$ cat src/rtl/phase_counter.sv
// phase_counter: 1 s timebase and cyclic phase count for the traffic-light
// signal decoder. Provides run/hold and single-step control from two raw
// board buttons. Also provides the seconds left in the current light phase.
module phase_counter #(
  parameter int TICK_DIV        = 125000000,
  parameter int PERIOD          = 20,
  parameter int T1              = 8,
  parameter int T2              = 10,
  parameter int T3              = 18,
  parameter int DEBOUNCE_CYCLES = 1250000
) (
  input  logic       clk,
  input  logic       rst_n,
  input  logic       pause_btn,
  input  logic       step_btn,
  output logic [7:0] count,
  output logic       tick,
  output logic       running,
  output logic [7:0] remain
);

  localparam int PW = $clog2(TICK_DIV);
  localparam int DW = $clog2(DEBOUNCE_CYCLES + 1);

  localparam logic [PW-1:0] PRESC_MAX = PW'(TICK_DIV - 1);
  localparam logic [DW-1:0] DB_LAST   = DW'(DEBOUNCE_CYCLES - 1);
  localparam logic [7:0]    CNT_LAST  = 8'(PERIOD - 1);
  localparam logic [7:0]    T1_B      = 8'(T1);
  localparam logic [7:0]    T2_B      = 8'(T2);
  localparam logic [7:0]    T3_B      = 8'(T3);
  // A PERIOD of 256 truncates to 0. The modulo-256 subtraction still gives
  // the correct remaining time for every count in the last phase.
  localparam logic [7:0]    PERIOD_B  = 8'(PERIOD);

  // Index 0 = pause button, index 1 = step button
  logic [1:0]    sync1;
  logic [1:0]    sync2;
  logic [1:0]    acc;
  logic [1:0]    rise;
  logic [DW-1:0] db_cnt [2];

  logic [PW-1:0] presc;
  logic          pause_rise;
  logic          step_rise;
  logic          presc_term;
  logic          advance;
  logic [7:0]    count_nxt;

  function automatic logic [7:0] remain_of(input logic [7:0] c);
    if (c < T1_B)      return T1_B - c;
    else if (c < T2_B) return T2_B - c;
    else if (c < T3_B) return T3_B - c;
    else               return PERIOD_B - c;
  endfunction

  // Synchronize both buttons. The accepted level changes only after the
  // synchronized level has disagreed with it for DEBOUNCE_CYCLES cycles in a row.
  always_ff @(posedge clk or negedge rst_n) begin
    if (!rst_n) begin
      sync1 <= '0;
      sync2 <= '0;
      acc   <= '0;
      rise  <= '0;
      for (int i = 0; i < 2; i++) db_cnt[i] <= '0;
    end else begin
      sync1 <= {step_btn, pause_btn};
      sync2 <= sync1;
      for (int i = 0; i < 2; i++) begin
        rise[i] <= 1'b0;
        if (sync2[i] != acc[i]) begin
          if (db_cnt[i] == DB_LAST) begin
            acc[i]    <= sync2[i];
            db_cnt[i] <= '0;
            rise[i]   <= sync2[i];
          end else begin
            db_cnt[i] <= db_cnt[i] + 1'b1;
          end
        end else begin
          db_cnt[i] <= '0;
        end
      end
    end
  end

  assign pause_rise = rise[0];
  assign step_rise  = rise[1];
  assign presc_term = (presc == PRESC_MAX);
  // A step is honoured only while held. All events in one cycle are resolved
  // against the current value of running.
  assign advance    = (running & presc_term) | (step_rise & ~running);
  assign count_nxt  = (count == CNT_LAST) ? 8'd0 : count + 8'd1;

  // Prescaler, run/hold toggle, and count/remain update on each advance
  always_ff @(posedge clk or negedge rst_n) begin
    if (!rst_n) begin
      presc   <= '0;
      count   <= 8'd0;
      tick    <= 1'b0;
      running <= 1'b1;
      remain  <= T1_B;
    end else begin
      tick <= advance;
      if (advance) begin
        count  <= count_nxt;
        remain <= remain_of(count_nxt);
      end
      // While held, the prescaler keeps its partial interval; a step clears it
      if (running) begin
        presc <= presc_term ? '0 : presc + 1'b1;
      end else if (step_rise) begin
        presc <= '0;
      end
      if (pause_rise) running <= ~running;
    end
  end

endmodule

$ cat config.mk
export PLATFORM = sky130hd
export DESIGN_NAME = phase_counter
export DESIGN_NICKNAME = d
export VERILOG_FILES = /design/src/rtl/phase_counter.sv
export SDC_FILE = /design/constraint.sdc
export NUM_CORES = 1
export LEC_CHECK = 0
export CORE_MARGIN = 5
export CORE_UTILIZATION = 40
export DETAILED_ROUTE_END_ITERATION = 16
export PLACE_DENSITY = 0.57
export SLEW_MARGIN = 20
export SYNTH_ARGS = -nofsm -noshare
export SYNTH_HDL_FRONTEND = slang
export SYNTH_SLANG_ARGS = --single-unit
$ cat constraint.sdc
create_clock -name clk -period 3.3 [get_ports clk]
set_input_delay 0.825 -clock clk [delete_from_list [all_inputs] [get_ports clk]]
set_output_delay 0.825 -clock clk [all_outputs]
set_load 0.01 [all_outputs]
# Word-level counts from Yosys, hierarchy flattened

Index checks and enable logic that the tools add are counted.

Bitwise operators: 4
Order comparisons: 3
Reductions and logical operators: 3
Add/sub/neg operators: 8
Equality and inequality tests: 6
Mux-type cells: 15

Operators by type and width:

| cell                                                       | number |
|---|---|
| 2-to-1 mux 21 bit                                          | 4 |
| 2-to-1 mux 27 bit                                          | 3 |
| adder 21 x 1 -> 21 bit, second input constant              | 2 |
| == test 21 bit, second input constant                      | 2 |
| 2-to-1 mux 8 bit                                           | 4 |
| adder 27 x 1 -> 27 bit, second input constant              | 1 |
| == test 27 bit, second input constant                      | 1 |
| less-than comparator 8 x 4 -> 1 bit, second input constant | 2 |
| subtractor 4 x 8 -> 8 bit, first input constant            | 2 |
| subtractor 5 x 8 -> 8 bit, first input constant            | 2 |
| adder 8 x 1 -> 8 bit, second input constant                | 1 |
| == test 8 x 5 -> 1 bit, second input constant              | 1 |
| less-than comparator 8 x 5 -> 1 bit, second input constant | 1 |
| 2-to-1 mux 1 bit                                           | 4 |
| AND reduction 2 bit                                        | 2 |
| bitwise AND 1 bit                                          | 2 |
| != test 1 bit                                              | 2 |
| nonzero test 2 bit                                         | 1 |
| NOT 1 bit                                                  | 1 |
| OR 1 bit                                                   | 1 |

Input bits: 4
Flip-flop bits (word level): 95
Output and inout port bits: 18
Word-level logic and storage cells: 51

# Logic depth before layout (Yosys ltp)

Depth after elaboration: 6
Gate-level depth with buffers: 9
Gate-level depth less buffers: 8

# Worst setup path after synthesis

OpenSTA, ideal clock, no wires.

Path kind: register to register
Start point: register count[0]
End point: register remain[1]
Path slack: 1.089 ns
Data arrival time: 2.089 ns
Stages on the path, launching flop included: 9
Clock period less this slack: 2.211 ns
Setup time: 0.122 ns
Required time: 3.178 ns
Buffers on the path: 1
Path through: dfrtp_1 > ha_1 > buf_2 > a31oi_1 > a211oi_1 > o2111ai_1 > a21oi_1 > xnor2_1 > o21ai_1

Longest elaborated chain between the ends: 6
Elaborated cells on any way between the ends: 13
Classes of those cells: add/sub (5); order compare (3); eq/ne (1); mux (4)

RTL lines:

| element                                                               | RTL line | text |
|---|---|---|
| start, declared                                                       | 16       | `output logic [7:0] count,` |
| start signal, assigned                                                | 104      | `count <= count_nxt;` |
| adder 8 x 1 -> 8 bit / == test 8 x 5 -> 1 bit (equally long branches) | 91       | `assign count_nxt = (count == CNT_LAST) ? 8'd0 : count + 8'd1;` |
| 2-to-1 mux 8 bit *                                                    | 91       |  |
| subtractor 5 x 8 -> 8 bit, or another cell as far along               | 53       | `else return PERIOD_B - c;` |
| 2-to-1 mux 8 bit                                                      | 52       | `else if (c < T3_B) return T3_B - c;` |
| 2-to-1 mux 8 bit                                                      | 51       | `else if (c < T2_B) return T2_B - c;` |
| 2-to-1 mux 8 bit *                                                    | 50       | `if (c < T1_B) return T1_B - c;` |
| end signal, assigned                                                  | 105      | `remain <= remain_of(count_nxt);` |
| end, declared                                                         | 19       | `output logic [7:0] remain` |

Mark *: on every way between the ends. The rest lies on a longest branch, timed or not.
A chain may end at the register's enable or synchronous reset.

# Worst setup path in the final report

Ends and elaborated chain as after synthesis.

==> results.yml <==
logic_synthesis:
  synth_area_per_cell_sq_um: 9.45
  synth_edf_count: 0
  ys_top_cells_by_area: "dfrtp_1, xor2_1, xnor2_1"
  synth_cell_type_count: 59
  seq_area_frac_synth: 0.475
  yosys.area.top_type_share: 0.464
  synth-main-ff-cell: "dfrtp_1"
  synth_seq_cells: 94
  synth.net_count: 535
  synth.cell_area_sq_um: 4960
  syn_inst: 525
  yosysTopAreaCell: "dfrtp_1"
  yosys_warnings: 0
  async_flop_share: 1.00
drt:
  vias_per_cell: 5.40
  dr_total_vias: 3836
  wl_microns: 10200
  drt_iter0_markers: 249
  wl_per_cell_microns: 14.4
  ant_nets: 0
  firstDrtPassIters: 6
  route.detailed.drc: 0
setup_path:
  cp.required_ns: 3.53
  worstPathArrival_ns: 2.86
  cp-end-kind: "register"
  crit_fanout: 12
  start_kind: "register"
  r2r_slack_ns: 0.67
  path_class: "reg -> reg"
  r2r-end: "remain[1]"
  regToRegStartpoint: "count[0]"
  worstRegToRegCells: 7
clock_tree:
  clockRootBuffer: "clkbuf_16"
  cts_hold_buf: 0
  cts_tree: "built"
  post_cts_buffers: 0
  post_cts_resized: 0
  clkSinkCount: 94
  path_clk_slew_ns: 0.07
  cts_buffers: 9
  max-clock-path-buffers: 2
  clk_latency_ns: 0.35
  htree_levels: 3
timing:
  final.period_utilization: 0.797
  maxSlewHeadroom: 0.463
  setup_tns_ns: 0
  worstMarginPinSlew_ns: 0.799
  setup_viol: 0
  fmax_mhz: 380
  rsz0062_at_grt: "false"
  slew_viol_final: 0
  final-hold-violation-count: 0
  fin_crit_ns: 2.63
  fin_skew_ns: 0.00977
floorplanning:
  dieArea_sq_um: 14700
  rows: 40
  core_area_sq_um: 12100
  die-width_microns: 121
  io_pins: 22
  initial_utilization: 0.411
  dieHeight_microns: 121
global_routing:
  antenna_found_initial: 0
  grt_start_max_net_pins: 56
  grt_pass1_wl_microns: 17800
  grt_pass1_vias: 3681
  grt.overflow.total: 0
  grtUsageTotal: 0.147
cells_and_area:
  antennaDiodeCount: 0
  multiInputGateArea_sq_um: 2470
  final.fill_count: 1160
  final_cells: 711
  regArea_sq_um: 2350
  fin_util: 0.468
  layout-drive-gt1-share: 0.0663
  fin_nets: 548
  area_delta_synth_final_pct: 13.9
hold_path:
  min_to: "sync2[1]"
  hp-class: "reg -> reg"
  hold_start: "sync1[1]"
  worst_hold_path.num_cells: 0
place:
  dp_cells: 695
  port_buffers: 21
  place.gp.congestion: 0.835
  dp_hpwl_microns: 6800
power:
  ir_drop_uv: 492
  cellLeakagePower_uw: 0.00232
  powerDensity_nw_per_um2: 427
outcome:
  outcome: "finished, final reports clean"
flow_run:
  maxCapViolations: 0
report_power, final:
part           internal (uW)  switching, uW  leakage (uW)  total (uW)
clock network            744            455      0.000166        1200
logic                   11.7           35.1      0.000862        46.8
registers               1160           7.15       0.00129        1170
total                   1920            498       0.00232        2410
worst max path at each step:
| stage | to | cells after the start | slack (ns) | start |
|---|---|---|---|---|
| 2_1_floorplan | remain[1] | 8 | 1.09 | count[0] |
| 3_3_place_gp | remain[1] | 7 | 0.83 | count[0] |
| 3_5_place_dp | remain[1] | 7 | 0.73 | count[0] |
| 4_1_cts | remain[1] | 7 | 0.69 | count[0] |
| 5_1_grt | remain[3] | 7 | 0.44 | count[0] |
| 6_report | remain[1] | 7 | 0.67 | count[0] |
layout make-up:
class                   instances  share of cell area
clock buffers                   9              0.0399
inverters                       7             0.00487
clock inverters                 7              0.0213
multi-input cells             402               0.437
flip-flops and latches         94               0.417
well taps                     168              0.0372
repair buffers                 24              0.0430
synth_stat cells (3+ instances only):
| cell | count |
|---|---|
| a21oi_1 | 12 |
| nor3_1 | 10 |
| xor2_1 | 30 |
| buf_2 | 8 |
| nor2_1 | 65 |
| nand4_1 | 14 |
| a31oi_1 | 15 |
| nand2b_1 | 5 |
| clkbuf_1 | 11 |
| nor2b_1 | 4 |
| dfrtp_1 | 92 |
| xnor2_1 | 28 |
| nor4_1 | 6 |
| nor4b_1 | 4 |
| nand2_1 | 55 |
| o211ai_1 | 3 |
| and4_1 | 5 |
| nor3b_1 | 3 |
| o31ai_1 | 14 |
| or3_1 | 3 |
| nand3_1 | 23 |
| and3_1 | 19 |
| ha_1 | 6 |
| inv_1 | 6 |
| o41ai_1 | 3 |
| o21ai_0 | 40 |
cell usage in the layout, fill, tap and decap left out, types with 3 or more instances in the layout:
| master | count |
|---|---|
| and4_1 | 5 |
| buf_4 | 3 |
| nand3_1 | 23 |
| nor2b_1 | 4 |
| o211ai_1 | 3 |
| clkdlybuf4s50_1 | 20 |
| xor2_1 | 30 |
| nand4_1 | 14 |
| o21ai_0 | 40 |
| nor4_1 | 6 |
| and3_1 | 19 |
| dfrtp_1 | 92 |
| nor2_1 | 65 |
| bufinv_16 | 3 |
| ha_1 | 6 |
| a31oi_1 | 15 |
| nor3_1 | 10 |
| nand2b_1 | 5 |
| o41ai_1 | 3 |
| clkbuf_16 | 9 |
| xnor2_1 | 28 |
| nor3b_1 | 3 |
| inv_1 | 6 |
| or3_1 | 3 |
| nand2_1 | 55 |
| nor4b_1 | 4 |
| o31ai_1 | 14 |
| a21oi_1 | 12 |
critical path, cell delays in order (launching register included):
cell and delay [ns]:
dfrtp_1 0.52, ha_1 0.48, a31oi_1 0.17, a211oi_1 0.68, o2111ai_1 0.22, a21oi_1 0.23, xnor2_1 0.14, o21ai_1 0.08
routing by layer:
| layer | wire length (microns) | GRT usage |
|---|---|---|
| met1 | 5060 | 0.203 |
| met5 | 0 | 0 |
| met4 | 40 | 0.0357 |
| met2 | 4800 | 0.228 |
| met3 | 327 | 0.0452 |
through the flow:
step	setup WS, ns	hold WS (ns)	cell area [sq um]	power (uW)
detailed placement	0.725	0.343	5310	1240
global route	0.443	0.367	5650	2510
finish	0.670	0.356	5650	2410
floorplan	1.09	0.331	4960	1200
CTS	0.695	0.357	5650	2450
global placement	0.833	0.344	5310	1240
registers in the layout (all words and copies together), names as in the netlist, 2 cells and up:
| register | count |
|---|---|
| acc | 2 |
| rise | 2 |
| count | 8 |
| db_cnt | 42 |
| remain | 7 |
| sync2 | 2 |
| presc | 27 |
| sync1 | 2 |
cells by family (layout without fill, tap and decap cells):
group                      after synthesis  in the layout  synth area share
muxes                                    3              3           0.00656
adders and majority gates                6              6            0.0151
AOI/OAI and AO/OA                      104            104             0.134
and+or+nand+nor                        231            231             0.240
xor gates and xnor gates                58             58             0.102
buffers and inverters                   29             47            0.0272
DFF                                     94             94             0.475
Power figures use the tool's default switching activity.
==> patch 1, RTL diff (same flow settings) <==
Compare `count` against `CNT_LAST` with >= in place of ==.
--- a/src/rtl/phase_counter.sv
+++ b/src/rtl/phase_counter.sv
@@ -88,7 +88,7 @@
   // A step is honoured only while held. All events in one cycle are resolved
   // against the current value of running.
   assign advance    = (running & presc_term) | (step_rise & ~running);
-  assign count_nxt  = (count == CNT_LAST) ? 8'd0 : count + 8'd1;
+  assign count_nxt  = (count >= CNT_LAST) ? 8'd0 : count + 8'd1;
 
   // Prescaler, run/hold toggle, and count/remain update on each advance
   always_ff @(posedge clk or negedge rst_n) begin
Behaviour: same outputs for any inputs over 10 cycles, from zero or initial values and one cycle with rst_n low; that may be too few to reach the edited logic, so the function may still have changed.
==> patch 1 against the original RTL <==
Clock power down 6%. Via count increased by 2.0%. Power decreased by 3.1%. Setup slack worse by 0.44 ns. Utilization down 0.19 points. Synthesized cell count rose by 1.3%. Synthesized area is 0.63% lower. Sequential cell count unchanged. Hold slack improved by 0.0033 ns. Routed wire length is 2.2% higher. Sequential power about the same. Final area shrank 0.40%.
==> patch 1: results (changes against the original RTL) <==
- Yosys Warn Count: 0 (unchanged)
- Final worst slack: 0.226 ns (-0.444 ns)
- Initial DRC count: 222 (-11%)
- IO buf count: 21 (unchanged)
- Gpl congestion: 0.927 (+11%)
- Syn avg cell area: 9.26 um2 (-1.9%)
- Slowest CP cell: or4_1
- Syn_nets: 543 (+1.5%)
- Slew @ Worst Pin: 0.687 ns (-0.112 ns)
- Setup bufs post-CTS: 0 (unchanged)
- Via density: 5.42 (+0.45%)
- CP startpoint: count[1]
- Status: complete, no violations
- Hold crit path type: reg2reg
- R2r worst-path depth: 11 (+4)
- Largest regs: db_cnt x42, presc x27, count x8
- Worst vdd ir: 301 uV (-39%)
- Worst setup path end: remain[3]
- Clk buf depth: 2 (unchanged)
- Yosys cell types: 54 (-8.5%)
- Num CTS Buffers: 9 (unchanged)
- Clock Latency Late Sink: 0.35 ns (about the same)
- Fin nets: 560 (+2.2%)
- First-pass GRT wire length: 18.2 mm (+2.2%)
- Synth area leaders: dfrtp_1 47%, nor2_1 5.6%, xnor2_1 4.4%, xor2_1 3.7%, nand2_1 3.7%
- Fill cell count: 1168 (+0.69%)
- GR Util All Layers: 15.3% (+0.51 points)
- Share of cells above drive strength 1: 5.96% (-0.67 points)
- WHS: 0.360 ns (+0.00331 ns)
- Reg clk slew, reported paths: 0.07 ns (about the same)
- First drt pass iteration count: 4 (-2)
- WL/cell: 14.5 um (+0.64%)
- Slowest stage delay, CP: 0.51 ns (-0.17 ns)
- Number of diodes: 0 (unchanged)
- Post-DP Area: 5300 um2 (about the same)
- # resized after CTS: 0 (unchanged)
- Worst Path Arrival: 3.34 ns (+0.48 ns)
- Post-Place Worst Slack: 0.260 ns (-0.465 ns)
- Hold Path Depth: 0 (unchanged)
- CTS H-Tree Depth: 3 (unchanged)
- Pin count of the biggest net entering global routing: 57 (+1.8%)
- Crit-path max FO: 7 (-5)
- Hold_sp: sync1[1]
- Dpl hpwl: 7.16 mm (+5.2%)
- Worst Hold Path EP: sync2[1]
- Routed via count: 3913 (+2.0%)
- Leakage: 0.00238 uW (+2.5%)
- DP Cell Count: 706 (+1.6%)
- Vias in the first global route: 3779 (+2.7%)
- Clk_skew: 0.00552 ns (-0.00425 ns)
- Sequential area share after synthesis: 47.8% (+0.30 points)
- Antenna violations before repair: 0 (unchanged)
- Fraction of registers with async set/reset: 100% (unchanged)
- Clk root buf: clkbuf_16
- Most instantiated cells after synthesis: 92 x dfrtp_1, 73 x nor2_1, 48 x nand2_1, 25 x xnor2_1, 23 x o21ai_1
-- patch 1: cell count changes after synthesis, sizes merged, moves of 6 or more --
cell,delta
inv,+9
xor2,-9
nand2,-8
nor2,+8
a31oi,-7
or3,+6
or4,+6
-- patch 1: final cells by class --
type,instances,area [um2],area share [%]
clock buffer,10,229,4.07
clock inverter,6,93.8,1.67
inverter,15,56.3,1.00
multi-input combinational,401,2400,42.6
sequential,94,2350,41.8
tap,168,210,3.73
timing repair buffer,28,285,5.07
-- patch 1: critical path: cells and delay by family, from the launching register on --
family | cells | cell delay [ns]
buffers and inverters | 1 | 0.09
AO/OA/AOI/OAI | 2 | 0.40
flip-flops | 1 | 0.46
adder cells (fa/ha/maj) | 2 | 0.46
AND/OR/NAND/NOR | 6 | 1.58
-- patch 1: power by group --
part	switching [uW]	internal, uW	total, uW
combinational	34.6	11.9	46.5
sequential	5.69	1160	1170
clock	454	672	1130
-- patch 1: cells by family after synthesis --
family / Yosys count / share of synthesized area (%)
AO/OA/AOI/OAI: 108 / 13.9
XOR/XNOR: 46 / 8.17
adder cells (fa/ha/maj): 7 / 1.78
buffers and inverters: 37 / 3.63
flip-flops: 94 / 47.8
multiplexers: 2 / 0.457
AND/OR/NAND/NOR: 238 / 24.2
-- patch 1: routing by layer --
| metal | GRT usage (%) | wire length (um) | vias to the layer above |
|---|---|---|---|
| met4 | 4.46 | 91 | 0 |
| met1 | 20.2 | 5000 | 1920 |
| met3 | 3.54 | 328 | 7 |
| met2 | 24.9 | 5040 | 48 |
| met5 | 0 | 0 | - |
| li1 | - | - | 1938 |
==> patch 2, RTL diff (same flow settings) <==
Without the edit above. Change the parameter `TICK_DIV` from 125000000 to 62500000.
--- a/src/rtl/phase_counter.sv
+++ b/src/rtl/phase_counter.sv
@@ -2,7 +2,7 @@
 // signal decoder. Provides run/hold and single-step control from two raw
 // board buttons. Also provides the seconds left in the current light phase.
 module phase_counter #(
-  parameter int TICK_DIV        = 125000000,
+  parameter int TICK_DIV        = 62500000,
   parameter int PERIOD          = 20,
   parameter int T1              = 8,
   parameter int T2              = 10,
Function: same outputs for any inputs over 10 cycles, from zero or initial values and one cycle with rst_n low; that may be too few to reach the edited logic, so the function may still have changed.
==> patch 2 against the original RTL <==
Final area is 3.0% higher. Critical path type is now reg2out. Setup slack worse by 0.068 ns. Power is 9.3% lower. Global-route usage is 0.19 points lower. Maximum frequency is 2.5% lower. Sequential cell count is 1 lower. Routed wire length is 0.21% lower. Non-clock buffer count is 2 higher. Synthesized cell count is 5.1% higher. Count of clock-buffer cells in the layout stayed put. Synthesized area is 4.9% higher. Critical endpoint is now count[3]. Final cell count is 3.8% higher.
==> patch 2: results (changes against the original RTL) <==
- Leakage: 0.00234 uW (+0.65%)
- Post-synth top area share: 43.8% (-2.7 points)
- Worst Path Arrival: 1.87 ns (-0.99 ns)
- DP Cell Count: 722 (+3.9%)
- WL/cell: 13.8 um (-3.9%)
- Vias in the first global route: 3736 (+1.5%)
- Clk buf depth: 2 (unchanged)
- Hold crit path type: reg2reg
- Syn avg cell area: 9.43 um2 (-0.21%)
- Crit-path max FO: 18 (+6)
- Share of cells above drive strength 1: 9.36% (+2.7 points)
- Slew @ Worst Pin: 1.06 ns (+0.266 ns)
- Most instantiated cells after synthesis: 91 x dfrtp_1, 73 x nor2_1, 48 x nand2_1, 34 x nand3_1, 31 x xor2_1
- # resized after CTS: 0 (unchanged)
- Antenna violations before repair: 0 (unchanged)
- Fin nets: 571 (+4.2%)
- Post-DP Area: 5540 um2 (+4.4%)
- Setup bufs post-CTS: 0 (unchanged)
- Yosys cell types: 70 (+19%)
- Routed via count: 3880 (+1.1%)
- Clock Latency Late Sink: ~0.34 ns
- Clk root buf: clkbuf_16
- Slowest stage delay, CP: 0.85 ns (+0.17 ns)
- Dpl hpwl: 7.12 mm (+4.6%)
- CTS H-Tree Depth: 3 (unchanged)
- Syn_nets: 562 (+5.0%)
- Yosys Warn Count: 0 (unchanged)
- First drt pass iteration count: 4 (-2)
- Status: complete, no violations
- Fill cell count: 1233 (+6.3%)
- Fraction of registers with async set/reset: 100% (unchanged)
- Number of diodes: 0 (unchanged)
- Clk_skew: 0.00761 ns (-0.00216 ns)
- Num CTS Buffers: 9 (unchanged)
- GR Util All Layers: 14.6% (-0.19 points)
- Reg clk slew, reported paths: 0.07 ns (about the same)
- Sequential area share after synthesis: 44.8% (-2.7 points)
- Worst vdd ir: 259 uV (-47%)
- Synth area leaders: dfrtp_1 44%, nor2_1 5.3%, xor2_1 5.2%, xnor2_1 4.4%, nand2_1 3.5%
- Layout Cells excl Fill: 738 (+3.8%)
- First-pass GRT wire length: 18.0 mm (+1.1%)
- Largest regs: db_cnt x42, presc x26, count x8
- Pin count of the biggest net entering global routing: 50 (-11%)
- IO buf count: 21 (unchanged)
- Cell family with most CP delay: flip-flops
- Gpl congestion: 0.884 (+5.9%)
- Slowest CP cell: dfrtp_1
- Main synth FF type: dfrtp_1
- Initial DRC count: 258 (+3.6%)
==> patch 2: final timing paths <==
check,startpoint,to,slack (ns),depth (start not counted)
min in group asynchronous,rst_n,db_cnt[32],0.48,1
min,sync1[1],sync2[1],0.36,0
max in group asynchronous,rst_n,remain[3],2.12,2
max,count[3],count[3],0.60,1
min reg2reg,sync1[1],sync2[1],0.36,0
max reg2reg,count[0],remain[3],0.77,7
==> patch 2: area by class of cell <==
class | instances | area share, %
flip-flops and latches | 93 | 40.0
clock buffers | 9 | 3.87
clock inverters | 7 | 0.968
repair buffers | 26 | 4.43
inverters | 11 | 0.710
multi-input cells | 420 | 46.3
well taps | 172 | 3.70
==> patch 2: layer usage <==
| metal | GRT usage, % | part of all wire (%) | wire length [um] | vias to the layer above |
|---|---|---|---|---|
| li1 | - | - | - | 1953 |
| met1 | 20.4 | 50 | 5140 | 1868 |
| met2 | 22.1 | 46 | 4650 | 47 |
| met3 | 4.13 | 2.8 | 281 | 12 |
| met4 | 3.97 | 1.3 | 131 | 0 |
| met5 | 0 | 0 | 0 | - |
==> patch 2: power by group <==
group / leakage, uW / switching (uW) / internal [uW] / total, uW
clock network: 0.000137 / 467 / 522 / 989
logic: 0.000921 / 33.8 / 11.7 / 45.5
registers: 0.00128 / 6.94 / 1150 / 1150
total: 0.00234 / 508 / 1680 / 2190
==> patch 2: logic make-up after synthesis <==
logic type / share of synthesized area (%)
AO/OA/AOI/OAI: 13.1
multiplexers: 1.68
buffers and inverters: 3.68
AND/OR/NAND/NOR: 24.9
adder cells (fa/ha/maj): 1.44
XOR/XNOR: 10.4
flip-flops: 44.8
==> patch 2: through the flow <==
stage | setup slack (ns) | utilization [%]
2_1_floorplan | 1.03 | -
3_3_place_gp | 0.846 | 43.7
3_5_place_dp | 0.786 | 43.7
4_1_cts | 0.568 | 45.9
5_1_grt | 0.525 | 45.9
6_report | 0.602 | 45.9
